<file path="src/rtl/cam_capture_rgb444_pkg.sv">
// Shared geometry, pixel type and capture state encoding for the camera capture
// path. The video timing generator imports the same constants so the frame-buffer
// writer and reader agree on the layout (address = y*H_ACTIVE + x).
package cam_capture_rgb444_pkg;

    localparam int unsigned H_ACTIVE_DEF    = 320;
    localparam int unsigned V_ACTIVE_DEF    = 240;
    localparam int unsigned ADDR_W_DEF      = 17;
    localparam int unsigned SKIP_FRAMES_DEF = 2;
    localparam int unsigned FB_DEPTH        = H_ACTIVE_DEF * V_ACTIVE_DEF;

    typedef struct packed {
        logic [3:0] r;
        logic [3:0] g;
        logic [3:0] b;
    } rgb444_t;

    typedef enum logic [1:0] {
        StSkip,
        StWait,
        StCapture
    } cap_state_e;

    // a_bits = {A[7:4], A[2:0]}, b_bits = {B[7], B[4:1]} of an RGB565 byte pair.
    function automatic rgb444_t pack_rgb444(input logic [6:0] a_bits, input logic [4:0] b_bits);
        rgb444_t px;
        px.r = a_bits[6:3];
        px.g = {a_bits[2:0], b_bits[4]};
        px.b = b_bits[3:0];
        return px;
    endfunction

endpackage

</file>
<file path="src/rtl/cam_capture_rgb444_if.sv">
// Camera input and frame-buffer write bundle.
//   cam_vsync/cam_href/cam_data : sensor side (into the capture block)
//   wr_en/wr_addr/wr_data       : frame-buffer write port (out of the capture block)
//   frame_done/frame_err        : end-of-frame strobe and integrity flag
// master = capture block, slave = sensor/frame-buffer side.
interface cam_capture_rgb444_if
    import cam_capture_rgb444_pkg::*;
#(
    parameter int unsigned ADDR_W = ADDR_W_DEF
) ();

    logic              cam_vsync;
    logic              cam_href;
    logic [7:0]        cam_data;
    logic              wr_en;
    logic [ADDR_W-1:0] wr_addr;
    logic [11:0]       wr_data;
    logic              frame_done;
    logic              frame_err;

    modport master (
        input  cam_vsync, cam_href, cam_data,
        output wr_en, wr_addr, wr_data, frame_done, frame_err
    );

    modport slave (
        output cam_vsync, cam_href, cam_data,
        input  wr_en, wr_addr, wr_data, frame_done, frame_err
    );

endinterface

</file>
<file path="src/rtl/cam_capture_rgb444_sync_edge.sv">
// Registers a camera control input once (q_o) and flags its edges against a
// second register stage.
//   clk, rst : pixel clock, async active-high reset
//   d_i      : raw input
//   q_o      : first register stage
//   rise_o   : one-cycle pulse, q_o went 0->1
//   fall_o   : one-cycle pulse, q_o went 1->0
module cam_capture_rgb444_sync_edge (
    input  logic clk,
    input  logic rst,
    input  logic d_i,
    output logic q_o,
    output logic rise_o,
    output logic fall_o
);

    logic q_q, q_d;
    logic q2_q, q2_d;

    always_comb begin
        q_d  = d_i;
        q2_d = q_q;
    end

    always_ff @(posedge clk or posedge rst) begin
        if (rst) begin
            q_q  <= 1'b0;
            q2_q <= 1'b0;
        end else begin
            q_q  <= q_d;
            q2_q <= q2_d;
        end
    end

    assign q_o    = q_q;
    assign rise_o = q_q & ~q2_q;
    assign fall_o = ~q_q & q2_q;

endmodule

</file>
<file path="src/rtl/cam_capture_rgb444.sv">
// OV7670-style RGB565 capture: pairs bytes into RGB444 pixels and writes them
// linearly into the frame buffer, with per-line/per-frame integrity checking.
//   clk, rst : camera PCLK, async active-high reset
//   bus      : master side of cam_capture_rgb444_if (sensor in, frame-buffer
//              write port, frame_done/frame_err out)
module cam_capture_rgb444
    import cam_capture_rgb444_pkg::*;
#(
    parameter int unsigned H_ACTIVE    = H_ACTIVE_DEF,
    parameter int unsigned V_ACTIVE    = V_ACTIVE_DEF,
    parameter int unsigned ADDR_W      = ADDR_W_DEF,
    parameter int unsigned SKIP_FRAMES = SKIP_FRAMES_DEF
) (
    input  logic                  clk,
    input  logic                  rst,
    cam_capture_rgb444_if.master  bus
);

    localparam int unsigned FbDepth = H_ACTIVE * V_ACTIVE;
    // One extra bit so the counter can reach FbDepth == 2**ADDR_W without wrapping.
    localparam logic [ADDR_W:0] FbDepthW = (ADDR_W + 1)'(FbDepth);
    localparam logic [15:0]     HActiveW = 16'(H_ACTIVE);
    localparam logic [9:0]      VActiveW = 10'(V_ACTIVE);
    localparam logic [7:0]      SkipTgt  = 8'(SKIP_FRAMES);

    logic vs_q, vs_rise, vs_fall;
    logic href_q, href_rise, href_fall;

    cam_capture_rgb444_sync_edge u_vs_edge (
        .clk    (clk),
        .rst    (rst),
        .d_i    (bus.cam_vsync),
        .q_o    (vs_q),
        .rise_o (vs_rise),
        .fall_o (vs_fall)
    );

    cam_capture_rgb444_sync_edge u_href_edge (
        .clk    (clk),
        .rst    (rst),
        .d_i    (bus.cam_href),
        .q_o    (href_q),
        .rise_o (href_rise),
        .fall_o (href_fall)
    );

    cap_state_e        state_q, state_d;
    logic [7:0]        data_q, data_d;
    logic [7:0]        skip_cnt_q, skip_cnt_d;
    logic [15:0]       pix_cnt_q, pix_cnt_d;
    logic [9:0]        line_cnt_q, line_cnt_d;
    logic [ADDR_W:0]   addr_q, addr_d;
    logic              phase_q, phase_d;
    logic [6:0]        a_bits_q, a_bits_d;
    logic              err_acc_q, err_acc_d;
    logic              wr_en_q, wr_en_d;
    logic [ADDR_W-1:0] wr_addr_q, wr_addr_d;
    rgb444_t           wr_data_q, wr_data_d;
    logic              frame_done_q, frame_done_d;
    logic              frame_err_q, frame_err_d;
    logic              line_end;
    logic              line_err;

    always_comb begin
        state_d      = state_q;
        data_d       = bus.cam_data;
        skip_cnt_d   = skip_cnt_q;
        pix_cnt_d    = pix_cnt_q;
        line_cnt_d   = line_cnt_q;
        addr_d       = addr_q;
        phase_d      = phase_q;
        a_bits_d     = a_bits_q;
        err_acc_d    = err_acc_q;
        wr_en_d      = 1'b0;
        wr_addr_d    = wr_addr_q;
        wr_data_d    = wr_data_q;
        frame_done_d = 1'b0;
        frame_err_d  = frame_err_q;
        line_end     = 1'b0;
        line_err     = 1'b0;

        unique case (state_q)
            StSkip: begin
                if (SkipTgt == 8'd0) begin
                    state_d = StWait;
                end else if (vs_rise) begin
                    skip_cnt_d = skip_cnt_q + 8'd1;
                    if (skip_cnt_d == SkipTgt) begin
                        state_d = StWait;
                    end
                end
            end

            StWait: begin
                if (vs_fall) begin
                    state_d    = StCapture;
                    addr_d     = '0;
                    line_cnt_d = '0;
                    pix_cnt_d  = '0;
                    phase_d    = 1'b0;
                    err_acc_d  = 1'b0;
                end
            end

            StCapture: begin
                // A vsync rise with href still high closes the line first, so the
                // line checks land in the accumulator before the frame snapshot.
                line_end = href_fall | (vs_rise & href_q);
                if (line_end) begin
                    if (phase_q || (pix_cnt_q != HActiveW)) begin
                        line_err = 1'b1;
                    end
                    err_acc_d = err_acc_q | line_err;
                    phase_d   = 1'b0;
                    pix_cnt_d = '0;
                    if (line_cnt_q != '1) begin
                        line_cnt_d = line_cnt_q + 10'd1;
                    end
                end else if (href_rise) begin
                    // Start of line: byte phase is 0 by construction; latch byte A.
                    a_bits_d = {data_q[7:4], data_q[2:0]};
                    phase_d  = 1'b1;
                end else if (href_q && !vs_q) begin
                    if (!phase_q) begin
                        a_bits_d = {data_q[7:4], data_q[2:0]};
                        phase_d  = 1'b1;
                    end else begin
                        phase_d = 1'b0;
                        if (pix_cnt_q != '1) begin
                            pix_cnt_d = pix_cnt_q + 16'd1;
                        end
                        if (addr_q < FbDepthW) begin
                            wr_en_d   = 1'b1;
                            wr_addr_d = addr_q[ADDR_W-1:0];
                            wr_data_d = pack_rgb444(a_bits_q, {data_q[7], data_q[4:1]});
                            addr_d    = addr_q + (ADDR_W + 1)'(1);
                        end else begin
                            // Frame overran the buffer: drop the pixel, never wrap.
                            err_acc_d = 1'b1;
                        end
                    end
                end

                if (vs_rise) begin
                    state_d      = StWait;
                    frame_done_d = 1'b1;
                    frame_err_d  = err_acc_d | (line_cnt_d != VActiveW);
                end
            end

            default: state_d = StSkip;
        endcase
    end

    always_ff @(posedge clk or posedge rst) begin
        if (rst) begin
            state_q      <= StSkip;
            data_q       <= '0;
            skip_cnt_q   <= '0;
            pix_cnt_q    <= '0;
            line_cnt_q   <= '0;
            addr_q       <= '0;
            phase_q      <= 1'b0;
            a_bits_q     <= '0;
            err_acc_q    <= 1'b0;
            wr_en_q      <= 1'b0;
            wr_addr_q    <= '0;
            wr_data_q    <= '0;
            frame_done_q <= 1'b0;
            frame_err_q  <= 1'b0;
        end else begin
            state_q      <= state_d;
            data_q       <= data_d;
            skip_cnt_q   <= skip_cnt_d;
            pix_cnt_q    <= pix_cnt_d;
            line_cnt_q   <= line_cnt_d;
            addr_q       <= addr_d;
            phase_q      <= phase_d;
            a_bits_q     <= a_bits_d;
            err_acc_q    <= err_acc_d;
            wr_en_q      <= wr_en_d;
            wr_addr_q    <= wr_addr_d;
            wr_data_q    <= wr_data_d;
            frame_done_q <= frame_done_d;
            frame_err_q  <= frame_err_d;
        end
    end

    assign bus.wr_en      = wr_en_q;
    assign bus.wr_addr    = wr_addr_q;
    assign bus.wr_data    = wr_data_q;
    assign bus.frame_done = frame_done_q;
    assign bus.frame_err  = frame_err_q;

endmodule
</file>
<file path="src/flat_wrapper.sv">
// flat-port wrapper written by rule: the top's interface ports become plain ports
module cam_capture_rgb444_flat import cam_capture_rgb444_pkg::*;
#(
    parameter int unsigned H_ACTIVE    = H_ACTIVE_DEF,
    parameter int unsigned V_ACTIVE    = V_ACTIVE_DEF,
    parameter int unsigned ADDR_W      = ADDR_W_DEF,
    parameter int unsigned SKIP_FRAMES = SKIP_FRAMES_DEF
)
  (clk, rst, bus_cam_vsync, bus_cam_href, bus_cam_data, bus_wr_en, bus_wr_addr, bus_wr_data, bus_frame_done, bus_frame_err);
  cam_capture_rgb444_if #(.ADDR_W(ADDR_W)) bus_i ();
  input  logic clk;
  input  logic rst;
  input wire logic [$bits(bus_i.cam_vsync)-1:0] bus_cam_vsync;
  input wire logic [$bits(bus_i.cam_href)-1:0] bus_cam_href;
  input wire logic [$bits(bus_i.cam_data)-1:0] bus_cam_data;
  output wire logic [$bits(bus_i.wr_en)-1:0] bus_wr_en;
  output wire logic [$bits(bus_i.wr_addr)-1:0] bus_wr_addr;
  output wire logic [$bits(bus_i.wr_data)-1:0] bus_wr_data;
  output wire logic [$bits(bus_i.frame_done)-1:0] bus_frame_done;
  output wire logic [$bits(bus_i.frame_err)-1:0] bus_frame_err;
  assign bus_i.cam_vsync = bus_cam_vsync;
  assign bus_i.cam_href = bus_cam_href;
  assign bus_i.cam_data = bus_cam_data;
  assign bus_wr_en = bus_i.wr_en;
  assign bus_wr_addr = bus_i.wr_addr;
  assign bus_wr_data = bus_i.wr_data;
  assign bus_frame_done = bus_i.frame_done;
  assign bus_frame_err = bus_i.frame_err;
  cam_capture_rgb444 #(.H_ACTIVE(H_ACTIVE), .V_ACTIVE(V_ACTIVE), .ADDR_W(ADDR_W), .SKIP_FRAMES(SKIP_FRAMES)) u_core (.clk(clk), .rst(rst), .bus(bus_i));
endmodule
</file>
<file path="config.mk">
export PLATFORM = sky130hd
export DESIGN_NAME = cam_capture_rgb444_flat
export DESIGN_NICKNAME = d
export VERILOG_FILES = /design/src/rtl/cam_capture_rgb444_pkg.sv /design/src/rtl/cam_capture_rgb444_if.sv /design/src/rtl/cam_capture_rgb444_sync_edge.sv /design/src/rtl/cam_capture_rgb444.sv /design/src/flat_wrapper.sv
export SDC_FILE = /design/constraint.sdc
export NUM_CORES = 1
export LEC_CHECK = 0
export ABC_AREA = 0
export BUFFER_PORTS_ARGS = -buffer_cell sky130_fd_sc_hd__buf_2
export CORE_MARGIN = 2
export CORE_UTILIZATION = 40
export DETAILED_ROUTE_END_ITERATION = 8
export PLACE_DENSITY_LB_ADDON = 0.08
export SYNTH_ARGS = -nofsm -noshare
export SYNTH_HDL_FRONTEND = slang
export SYNTH_SLANG_ARGS = --single-unit
export TNS_END_PERCENT = 5
</file>
<file path="constraint.sdc">
create_clock -name clk -period 3.4 [get_ports clk]
set_clock_uncertainty 0.15 [all_clocks]
set_input_delay 0.17 -clock clk [delete_from_list [all_inputs] [get_ports clk]]
set_output_delay 0.17 -clock clk [all_outputs]
set_load 0.01 [all_outputs]
</file>
# Yosys cells after proc, flatten, opt, wreduce, memory -nomap -nowiden

Cells that the tools add are included.

Add/subtract/negate cells: 4
Order comparisons: 1
Eq/ne operators: 22
Muxes and demuxes: 51
Bitwise logic cells: 14
Reduce and logical (&&, ||, !) cells: 15

Operators by type and width:

| cell                    | number |
|---|---|
| $mux W18                | 6 |
| $mux W16                | 6 |
| $mux W10                | 4 |
| $pmux W18 S2            | 1 |
| $pmux W16 S2            | 1 |
| $mux W1                 | 22 |
| $mux W7                 | 3 |
| $pmux W10 S2            | 1 |
| $add A18 B1 Y18 const B | 1 |
| $lt A18 B17 Y1 const B  | 1 |
| $add A16 B1 Y16 const B | 1 |
| $ne A16 B16 Y1 const B  | 1 |
| $ne A16 B9 Y1 const B   | 1 |
| $ne A2 B1 Y1 const B    | 7 |
| $reduce_and A6 Y1       | 2 |
| $add A10 B1 Y10 const B | 1 |
| $ne A10 B10 Y1 const B  | 1 |
| $ne A10 B8 Y1 const B   | 1 |
| $ne A3 B1 Y1 const B    | 3 |
| $add A8 B1 Y8 const B   | 1 |
| $eq A8 B2 Y1 const B    | 1 |
| $mux W2                 | 4 |
| $reduce_and A4 Y1       | 2 |
| $reduce_and A7 Y1       | 1 |
| 17 further kinds        | 34 |

Register bits after elaboration: 107
Input port bits: 12
Output and inout bits: 32
Word-level logic and storage cells: 127

# Depth between registers and ports, before layout

Gate-level depths: netlist of the first run.

Depth in word-level cells: 10
Gate-level depth with buffers: 9
Mapped depth without buffers: 8

# Cells and area by module

From an unflattened synthesis of the first run, not the netlist that was laid out.

Cells, all modules: 487
Area, all modules: 5,213.8 um^2

Modules (own cells, without submodules):

| module                       | times used | cells an instance | area each (um^2) | seq. area each (um^2) |
|---|---|---|---|---|
| cam_capture_rgb444           | 1          | 477               | 5,076.1          | 2,577.5 |
| cam_capture_rgb444_sync_edge | 2          | 5                 | 68.8             | 50.0 |

# Least setup slack after synthesis of the first run

No wires, ideal clock.

Path kind: register -> register
Start: register u_core.state_q[1]
End: register u_core.pix_cnt_q[10]
Library setup time: 0.078 ns
Arrival time: 2.086 ns
Required time: 3.172 ns
Path slack: 1.086 ns
Cell stages (with the launch flop): 8
Buffers on the path: 0
Period minus slack after synthesis: 2.314 ns
Cells stage by stage: dfrtp_1 > inv_1 > ha_1 > and3b_1 > o21ai_1 > or4b_1 > or3_1 > a21oi_1

Cells in the longest elaborated chain, start to end: 3
Elaborated cells between the ends (all ways): 10
Those cells by class: 7 x eq/ne; 1 x mux; 2 x reduce/logical

Ends and longest elaborated chain:

| item                                                        | line                      | source |
|---|---|---|
| from (decl)                                                 | cam_capture_rgb444.sv:47  | `cap_state_e state_q, state_d;` |
| from (signal assigned)                                      | cam_capture_rgb444.sv:157 | `state_q <= StSkip;` |
| from (signal assigned)                                      | cam_capture_rgb444.sv:172 | `state_q <= state_d;` |
| $eq A2 B2 Y1 or $eq A2 B1 Y1 (tied branches)                | cam_capture_rgb444.sv:82  | `unique case (state_q)` |
| $ne A3 B3 Y1 (no source line), or another cell as far along | -                         |  |
| $reduce_and A6 Y1 (no source line)                          | -                         |  |
| to (signal assigned)                                        | cam_capture_rgb444.sv:175 | `pix_cnt_q <= pix_cnt_d;` |
| to (decl)                                                   | cam_capture_rgb444.sv:50  | `logic [15:0] pix_cnt_q, pix_cnt_d;` |

Several ways; a longest one is shown, not always the timed one.
A chain may end at the register's enable or synchronous reset.

# Worst setup path in the final report of the first run

Start: register u_core.state_q[0]
End: register u_core.pix_cnt_q[10]

The elaborated chain is that of the path after synthesis.

==> flow_summary_export.csv, run 1 <==
group,metric,value,unit
run_status,status,"completed",
yosys,avgSynthCellArea,10.7,sq um
timing,slew_viol_final,0,
pwr,powerDensity,530,mW/mm^2
drt,route.detailed.drc,0,
clock_network,cts_buffers,9,
drt,wl,10200,um
global_route,grt-ovfl-total,0,
placement,hpwl,6930,um
drt,dr.pass1.iters,4,
yosys,synth_area,0.00503,sq mm
final_layout,fin_cells,696,
yosys,syn_nets,493,
drt,drt-initial-drc-count,167,
timing,hold_viol_final,0,
setup_path,end_kind,"flop",
yosys,synth.top_cells.by_area,"dfrtp_1 (53%), mux2_2 (8.1%), nor2_1 (4.3%), xnor2_1 (3.3%), nand3_1 (2.5%)",
clock_network,cts_root_buf,"clkbuf_16",
final_layout,finish.utilization,0.481,
setup_path,worstPathMaxFanout,14,
yosys,post-synth-top-area-fraction,0.532,
drt,ant_nets,0,
clock_network,clk_pin_slew_worst_paths,80,ps
global_route,grt_max_degree,68,
final_layout,diodes,0,
final_layout,final_layout_size_suffix_gt1_frac,0.201,
clock_network,cts_resized,0,
floorplan,start_util,0.414,
yosys,yosysTopAreaCell,"dfrtp_1",
final_layout,fin_nets,544,
clock_network,clock_sinks,107,
floorplan,die_h,116,um
setup_path,required,3520,ps
floorplan,die_area,0.0135,sq mm
floorplan,fp.dieW,116,um
yosys,synth_cell_types,54,
yosys,ys_seq_elements,107,
clock_network,clockBufferDepth,2,
yosys,synth.top_cells.by_count,"dfrtp_1 (107), nor2_1 (58), mux2_2 (36)",
final_layout,fillers,1136,
drt,routedWlPerCell,14.6,um
timing,tightest_slew,896,ps
timing,rsz0062_at_grt,"false",
yosys,ys.flop_type,"dfrtp_1",
setup_path,reg2reg_slack,590,ps
timing,fin_setup_tns,0,ps
placement,dp_cells,669,
pwr,vdd_drop_max,0.000428,V
timing,relSlewSlack,0.401,
global_route,antenna_found_initial,0,
placement,gp_congestion,0.782,
clock_network,cts_setup_buffers,0,
yosys,netlist_instances,472,
pwr,leakage,2.76,nW
yosys,synth_edf_count,0,
yosys,ys_seq_area_frac,0.532,
yosys,ys_warn_count,0,
worst_hold_path,hold_path.class,"input port to flop",
setup_path,cp.arrival,2940,ps
clock_network,cts_tree,"done",
drt,avgViaCountPerCell,5.26,
global_route,grt_pass1_wl,17500,um
flow_run,cap_violations,0,
yosys,async_flop_share,1.00,
clock_network,htreeDepth,3,
clock_network,clock_latency,350,ps
timing,post-route-min-period,2810,ps
placement,io_buffers,43,
final_layout,syn_to_final_growth,16.4,%
drt,num_vias,3663,
global_route,grt_pass1_vias,3559,
timing,fmax,355,MHz
global_route,track_usage,0.165,
timing,finalCritPeriodShare,0.828,
floorplan,core-area,0.0122,sq mm
timing,setup_viol,0,
floorplan,rows,40,
setup_path,path_class,"flop to flop",
setup_path,cp-start-kind,"flop",
yosys,yosysMostFrequentCell,"dfrtp_1",
floorplan,io_pins,44,
## per-layer routing
layer / GRT usage / vias to the layer above / wire length [um]
met5: 0 / - / 0
met4: 0.0571 / 0 / 117
met3: 0.0472 / 10 / 377
met2: 0.258 / 65 / 4850
met1: 0.223 / 1798 / 4850
li1: - / 1790 / -
## stage by stage
step / worst slack, ps / cell area, sq um / power [mW] / hold WS (ps)
floorplan: 263 / 5030 / 1.93 / 51.4
global placement: 654 / 5450 / 2.08 / 128
detailed placement: 594 / 5450 / 2.09 / 130
CTS: 608 / 5860 / 3.16 / 277
global route: 376 / 5860 / 3.30 / 281
finish: 586 / 5860 / 3.10 / 301
## cells by family (layout without fill, tap and decap cells)
family | count (synthesis) | after routing | share of synthesized area
multiplexers | 38 | 38 | 0.0846
AND/OR/NAND/NOR | 175 | 175 | 0.175
adder cells (fa/ha/maj) | 9 | 9 | 0.0224
flip-flops | 107 | 107 | 0.532
buffers and inverters | 35 | 91 | 0.0271
XOR/XNOR | 32 | 32 | 0.0557
AO/OA/AOI/OAI | 76 | 76 | 0.103
## power by group
part           leakage, nW  internal, mW  switching, mW
clock                0.143         0.518          0.514
sequential            1.44          1.40          0.110
combinational         1.17         0.238          0.326
total                 2.76          2.15          0.950
## critical path: stages (launching register included)
cell,delay (ps)
dfrtp_1,380
inv_1,100
ha_1,490
nor2b_1,270
o21ai_1,220
or4b_1,630
or3_1,350
a21oi_1,140
## repair_timing
item,in CTS,in global routing
endpoints found under the setup margin,0,0
endpoints found under the hold margin,76,0
hold buffers,11,0
## flip-flops by register name, summed over array words and instances (netlist names)
register	cells
u_core.a_bits_q	7
u_core.addr_q	18
u_core.bus.frame_done	1
u_core.bus.frame_err	1
u_core.bus.wr_addr	17
u_core.bus.wr_data	12
u_core.bus.wr_en	1
u_core.data_q	8
u_core.err_acc_q	1
u_core.line_cnt_q	10
u_core.phase_q	1
u_core.pix_cnt_q	16
u_core.skip_cnt_q	8
u_core.state_q	2
u_core.u_href_edge.q2_q	1
u_core.u_href_edge.q_o	1
u_core.u_vs_edge.q2_q	1
u_core.u_vs_edge.q_o	1
## cells in the final DEF (no fill, tap or decap), types with 3 or more instances in the layout
master,synthesis,final
nand4_1,12,12
nor2b_1,5,5
buf_2,3,43
buf_4,0,3
dlygate4sd3_1,0,11
and2_1,7,7
nor4_1,5,5
clkbuf_16,0,9
nor4b_1,3,3
o21ai_1,3,3
inv_1,16,15
o31ai_1,3,3
o21ai_0,18,18
dfrtp_1,107,107
a31oi_1,12,12
xor2_1,13,13
nand3_1,25,25
nor3_1,8,8
a41oi_1,3,3
and3_1,6,6
nor2_1,58,58
and4_1,3,3
a211oi_1,3,3
ha_1,9,9
xnor2_1,19,19
a21oi_1,13,13
nand2_1,30,30
mux2_2,36,36
## cell type report
type                    count  area (sq um)  share of cell area
clock buffers               9           225              0.0385
clock inverters             7          68.8              0.0118
inverters                  16          62.6              0.0107
multi-input cells         330          2220               0.380
flip-flops and latches    107          2680               0.457
well taps                 168           210              0.0359
repair buffers             59           388              0.0662
## final timing paths
check	startpoint	to	cells after the start
worst min register to register	u_core.data_q[3]	u_core.bus.wr_data[2]	1
max in group asynchronous	rst	u_core.line_cnt_q[6]	4
worst max register to register	u_core.state_q[0]	u_core.pix_cnt_q[10]	7
worst min-delay path	bus_cam_href	u_core.u_href_edge.q_o	2
min in group asynchronous	rst	u_core.bus.wr_data[3]	3
worst max-delay path	u_core.state_q[0]	u_core.pix_cnt_q[10]	7
Power figures use the tool's default switching activity.
==> inputs of run 2 (changes only) <==
- clock period: 3.4 -> 2.7 ns (I/O delays scaled with it)
==> run 2 against run 1 <==
Design area is 0.85% higher. Global-route usage is 0.49 points higher. Register-to-register slack worse by 400 ps. Maximum frequency is 12% higher. Non-clock buffer count is 4 higher. Sequential share of layout area is 0.39 points lower. Clock power is 37% higher. First-iteration DRC count is 21% higher. Critical endpoint unchanged. Largest cell class unchanged. Largest power group unchanged.
==> flow_summary_export.csv, run 2 (synthesis gave the netlist of run 1 again) <==
group,metric,value,unit
pwr,vdd_drop_max,0.000422,V
pwr,p_total,4.05,mW
worst_hold_path,holdCritStartpoint,"bus_cam_data[2]",
timing,fmax,398,MHz
setup_path,reg2reg_slack,190,ps
setup_path,critPathTopFamily,"simple AND/OR/NAND/NOR gates",
final_layout,final_layout_size_suffix_gt1_frac,0.209,
worst_hold_path,whs_path_depth,2,
global_route,grt_pass1_vias,3593,
clock_network,htreeDepth,3,
setup_path,required,2840,ps
floorplan,rows,40,
pwr,powerDensity,686,mW/mm^2
drt,num_vias,3690,
placement,gp_congestion,0.782,
global_route,antenna_found_initial,0,
drt,dr.pass1.iters,4,
clock_network,clockBufferDepth,2,
drt,drt-initial-drc-count,202,
clock_network,cts_tree,"done",
final_layout,final_common_cell,"dfrtp_1",
setup_path,cp_slowest_stage_delay,610,ps
floorplan,die_h,116,um
clock_network,clk_pin_slew_worst_paths,80,ps
timing,tightest_slew,713,ps
setup_path,worstPathMaxFanout,8,
drt,routedWlPerCell,14.9,um
drt,avgViaCountPerCell,5.27,
final_layout,largest_reg_flops,18,
drt,wl_met3,276,um
clock_network,clock_sinks,107,
run_status,status,"completed",
drt,wl_met1,5100,um
global_route,grt-ovfl-total,0,
global_route,grt_pass1_wl,17800,um
timing,post-route-min-period,2510,ps
worst_hold_path,whs_endpoint,"u_core.data_q[2]",
final_layout,regMostFlops,"u_core.addr_q",
floorplan,fp.dieW,116,um
drt,route.detailed.drc,0,
final_layout,mostFrequentLayoutCells,"dfrtp_1 (107), nor2_1 (58), buf_2 (43)",
floorplan,die_area,0.0135,sq mm
flow_run,cap_violations,0,
setup_path,path_buf_inv,1,
setup_path,timing.rr.end,"u_core.pix_cnt_q[10]",
drt,dr.max_layer_used,"met4",
setup_path,r2r_cells,7,
worst_hold_path,hold_path.class,"input port to flop",
clock_network,clock_latency,360,ps
setup_path,end_kind,"flop",
timing,finalCritPeriodShare,0.931,
global_route,grt_max_degree,49,
floorplan,io_pins,44,
timing,relSlewSlack,0.523,
placement,hpwl,7220,um
timing,rsz0062_at_grt,"false",
timing,slew_viol_final,0,
final_layout,fin_cells,700,
setup_path,path_class,"flop to flop",
floorplan,core-area,0.0122,sq mm
global_route,track_usage,0.170,
clock_network,cts_setup_buffers,0,
drt,ant_nets,0,
drt,wl_met2,4880,um
placement,dp_cells,673,
final_layout,diodes,0,
placement,io_buffers,43,
final_layout,syn_to_final_growth,17.4,%
setup_path,cp-start-kind,"flop",
timing,fin_setup_tns,0,ps
timing,hold_viol_final,0,
drt,wl,10400,um
final_layout,fillers,1153,
timing,setup_viol,0,
final_layout,fin_nets,548,
pwr,leakage,2.78,nW
setup_path,r2r_start,"u_core.state_q[1]",
setup_path,path_cells,"inv_1 -> ha_2 -> and3b_1 -> o21ai_1 -> or4b_1 -> or3_1 -> a21oi_1",
setup_path,cp.arrival,2650,ps
clock_network,cts_root_buf,"clkbuf_16",
setup_path,slowest_stage,"or4b_1",
floorplan,start_util,0.414,
clock_network,cts_buffers,9,
-- run 2: worst max path at each step --
stage	startpoint	end	slack [ps]	depth (start not counted)
after floorplan	u_core.state_q[1]	u_core.pix_cnt_q[10]	390	7
after global placement	u_core.state_q[1]	u_core.pix_cnt_q[10]	240	7
after detailed placement	u_core.state_q[1]	u_core.pix_cnt_q[10]	130	7
after CTS	u_core.state_q[1]	u_core.pix_cnt_q[10]	120	7
after global routing	u_core.state_q[1]	u_core.pix_cnt_q[10]	30	7
final	u_core.state_q[1]	u_core.pix_cnt_q[10]	190	7
-- run 2: where the power goes --
group	leakage [nW]	internal (mW)	switching, mW	total, mW
registers	1.44	1.76	0.143	1.90
clock network	0.158	0.766	0.643	1.41
logic	1.18	0.315	0.423	0.738
total	2.78	2.84	1.21	4.05
-- run 2: area by class of cell --
cell class,instances,area [sq um],share of cell area
flip-flops and latches,107,2680,0.453
multi-input cells,330,2230,0.377
repair buffers,63,405,0.0686
clock buffers,10,239,0.0405
well taps,168,210,0.0356
clock inverters,6,83.8,0.0142
inverters,16,63.8,0.0108
-- run 2: routing by layer --
| layer | GRT usage | up-vias |
|---|---|---|
| li1 | - | 1801 |
| met1 | 0.231 | 1839 |
| met2 | 0.268 | 37 |
| met3 | 0.0410 | 13 |
| met4 | 0.0619 | 0 |
| met5 | 0 | - |
-- run 2: timing repair --
item	CTS	global route
endpoints found under the hold margin	39	0
resized for setup	0	1
hold buffers	11	0
endpoints found under the setup margin	0	1
-- run 2: stage by stage --
stage	util	hold slack (ps)	area [sq um]	worst slack, ps
floorplan	-	16.4	5030	386
global placement	0.450	94.3	5470	242
detailed placement	0.450	94.3	5470	130
CTS	0.485	246	5900	121
global route	0.486	248	5910	29.2
finish	0.486	264	5910	186
==> inputs of run 3 (changes only) <==
- CTS_BUF_LIST: not set -> sky130_fd_sc_hd__clkbuf_2 sky130_fd_sc_hd__clkbuf_4 sky130_fd_sc_hd__clkbuf_8
- PLACE_DENSITY: not set -> 0.68
- PLACE_DENSITY_LB_ADDON: 0.08 -> not set
- clock period: 2.7 -> 2.12 ns (I/O delays scaled with it)
==> run 3 against run 2 <==
The flow now finishes with violations (setup timing). Worst setup slack worse by 380 ps. Critical endpoint is now u_core.addr_q[5]. Design area up 7.5%. First-iteration DRC count rose by 27%. Hold slack worse by 150 ps. Maximum frequency grew 8.7%. Critical path type unchanged. Total power grew 19%.
==> flow_summary_export.csv, run 3 (synthesis gave the netlist of run 1 again) <==
group,metric,value,unit
setup_path,cp_slowest_stage_delay,510,ps
run_status,violations,"setup timing",
timing,fmax,432,MHz
global_route,grt_max_degree,43,
setup_path,crit_path_frequent_cell,"buf_6",
setup_path,path_cells,"buf_6 -> o31a_1 -> a2111o_1 -> o22a_4 -> buf_6 -> nor2_4 -> a31oi_1 -> a211oi_1",
placement,io_buffers,43,
placement,hpwl,7510,um
timing,tightest_slew,517,ps
drt,avgViaCountPerCell,5.26,
clock_network,clock_sinks,107,
global_route,grt_pass1_vias,4007,
clock_network,clock_latency,400,ps
drt,drt-initial-drc-count,257,
global_route,track_usage,0.177,
timing,relSlewSlack,0.650,
drt,dr.max_layer_used,"met4",
worst_hold_path,hold_path.class,"input port to asynchronous set/reset pin",
final_layout,mostFrequentLayoutCells,"dfrtp_1 (105), buf_4 (54), nor2_1 (51)",
timing,hold_viol_final,0,
timing,slew_viol_final,0,
global_route,grt_pass1_wl,18800,um
final_layout,diodes,0,
setup_path,slowest_stage,"a2111o_1",
drt,wl_met1,4980,um
floorplan,die_h,116,um
setup_path,cp-start-kind,"flop",
global_route,grt-ovfl-total,0,
final_layout,final_common_cell,"dfrtp_1",
floorplan,die_area,0.0135,sq mm
setup_path,cp.arrival,2460,ps
floorplan,io_pins,44,
timing,post-route-min-period,2310,ps
final_layout,regMostFlops,"u_core.addr_q",
floorplan,rows,40,
clock_network,clk_pin_slew_worst_paths,110,ps
setup_path,end_kind,"flop",
clock_network,htreeDepth,3,
drt,dr.pass1.iters,5,
drt,routedWlPerCell,14.4,um
drt,wl_met3,372,um
timing,setup_viol,53,
timing,finalCritPeriodShare,1.09,
final_layout,largest_reg_flops,18,
global_route,antenna_found_initial,0,
pwr,powerDensity,756,mW/mm^2
clock_network,clockBufferDepth,2,
drt,wl,10800,um
floorplan,fp.dieW,116,um
drt,num_vias,3954,
clock_network,cts_root_buf,"clkbuf_8",
pwr,p_total,4.80,mW
placement,pre_cts_slack,-215,ps
timing,rsz0062_at_grt,"true",
drt,wl_met2,5270,um
pwr,vdd_drop_max,0.000640,V
final_layout,fin_nets,599,
timing,setup_ws,-193,ps
setup_path,required,2270,ps
drt,route.detailed.drc,0,
placement,gp_congestion,0.920,
setup_path,path_class,"flop to flop",
clock_network,cts_buffers,9,
flow_run,cap_violations,0,
floorplan,start_util,0.414,
pwr,leakage,3.05,nW
clock_network,cts_tree,"done",
floorplan,core-area,0.0122,sq mm
run_status,status,"complete, but fails checks",
timing,holdWs,115,ps
final_layout,final_layout_size_suffix_gt1_frac,0.333,
final_layout,syn_to_final_growth,26.2,%
setup_path,worstPathMaxFanout,4,
drt,ant_nets,0,
[run 3: timing repair]
action,CTS,global route
pin swaps,13,13
setup buffers,2,3
gates resized for setup,19,26
hold buffers,11,0
setup endpoints to repair,60,76
hold endpoints to repair,32,0
[run 3: layout make-up]
type	count	area, sq um
Clock buffer	10	138
Timing Repair Buffer	114	807
Tap cell	168	210
Multi-Input combinational cell	330	2390
Clock inverter	6	62.6
Inverter	16	63.8
Sequential cell	107	2680
Fill cell	1062	5810
[run 3: worst paths after layout]
path / startpoint / end / cells after the start / slack (ps)
worst max register to register: u_core.addr_q[14] / u_core.addr_q[5] / 8 / -190
worst min register to register: u_core.data_q[3] / u_core.bus.wr_data[2] / 1 / 340
worst min-delay path: rst / u_core.addr_q[17] / 3 / 110
min in group clk: bus_cam_data[0] / u_core.data_q[0] / 2 / 190
max in group asynchronous: rst / u_core.addr_q[7] / 4 / 860
worst max-delay path: u_core.addr_q[14] / u_core.addr_q[5] / 8 / -190
[run 3: per-layer routing]
| layer | GRT usage | vias to the layer above |
|---|---|---|
| li1 | - | 1908 |
| met1 | 0.240 | 1961 |
| met2 | 0.281 | 69 |
| met3 | 0.0394 | 16 |
| met4 | 0.0643 | 0 |
| met5 | 0 | - |
[run 3: stage by stage]
stage / setup TNS [ps] / area [sq um] / instances / utilization
2_1_floorplan: -4080 / 5030 / 472 / -
3_3_place_gp: -4510 / 5820 / 719 / 0.478
3_5_place_dp: -6560 / 5820 / 719 / 0.478
4_1_cts: -7490 / 6230 / 748 / 0.512
5_1_grt: -11580 / 6350 / 751 / 0.522
6_report: -6790 / 6350 / 751 / 0.522
[run 3: power breakdown]
part | switching, mW | internal (mW) | total (mW)
Sequential | 0.185 | 2.24 | 2.43
Clock | 0.758 | 0.494 | 1.25
Combinational | 0.597 | 0.524 | 1.12
Total | 1.54 | 3.26 | 4.80
[run 3: critical path: cells and delay by family, from the launching register on]
kind / cells / cell delay, ps
simple gates: 1 / 90
compound gates: 5 / 1310
flops: 1 / 410
buf+inv: 2 / 250
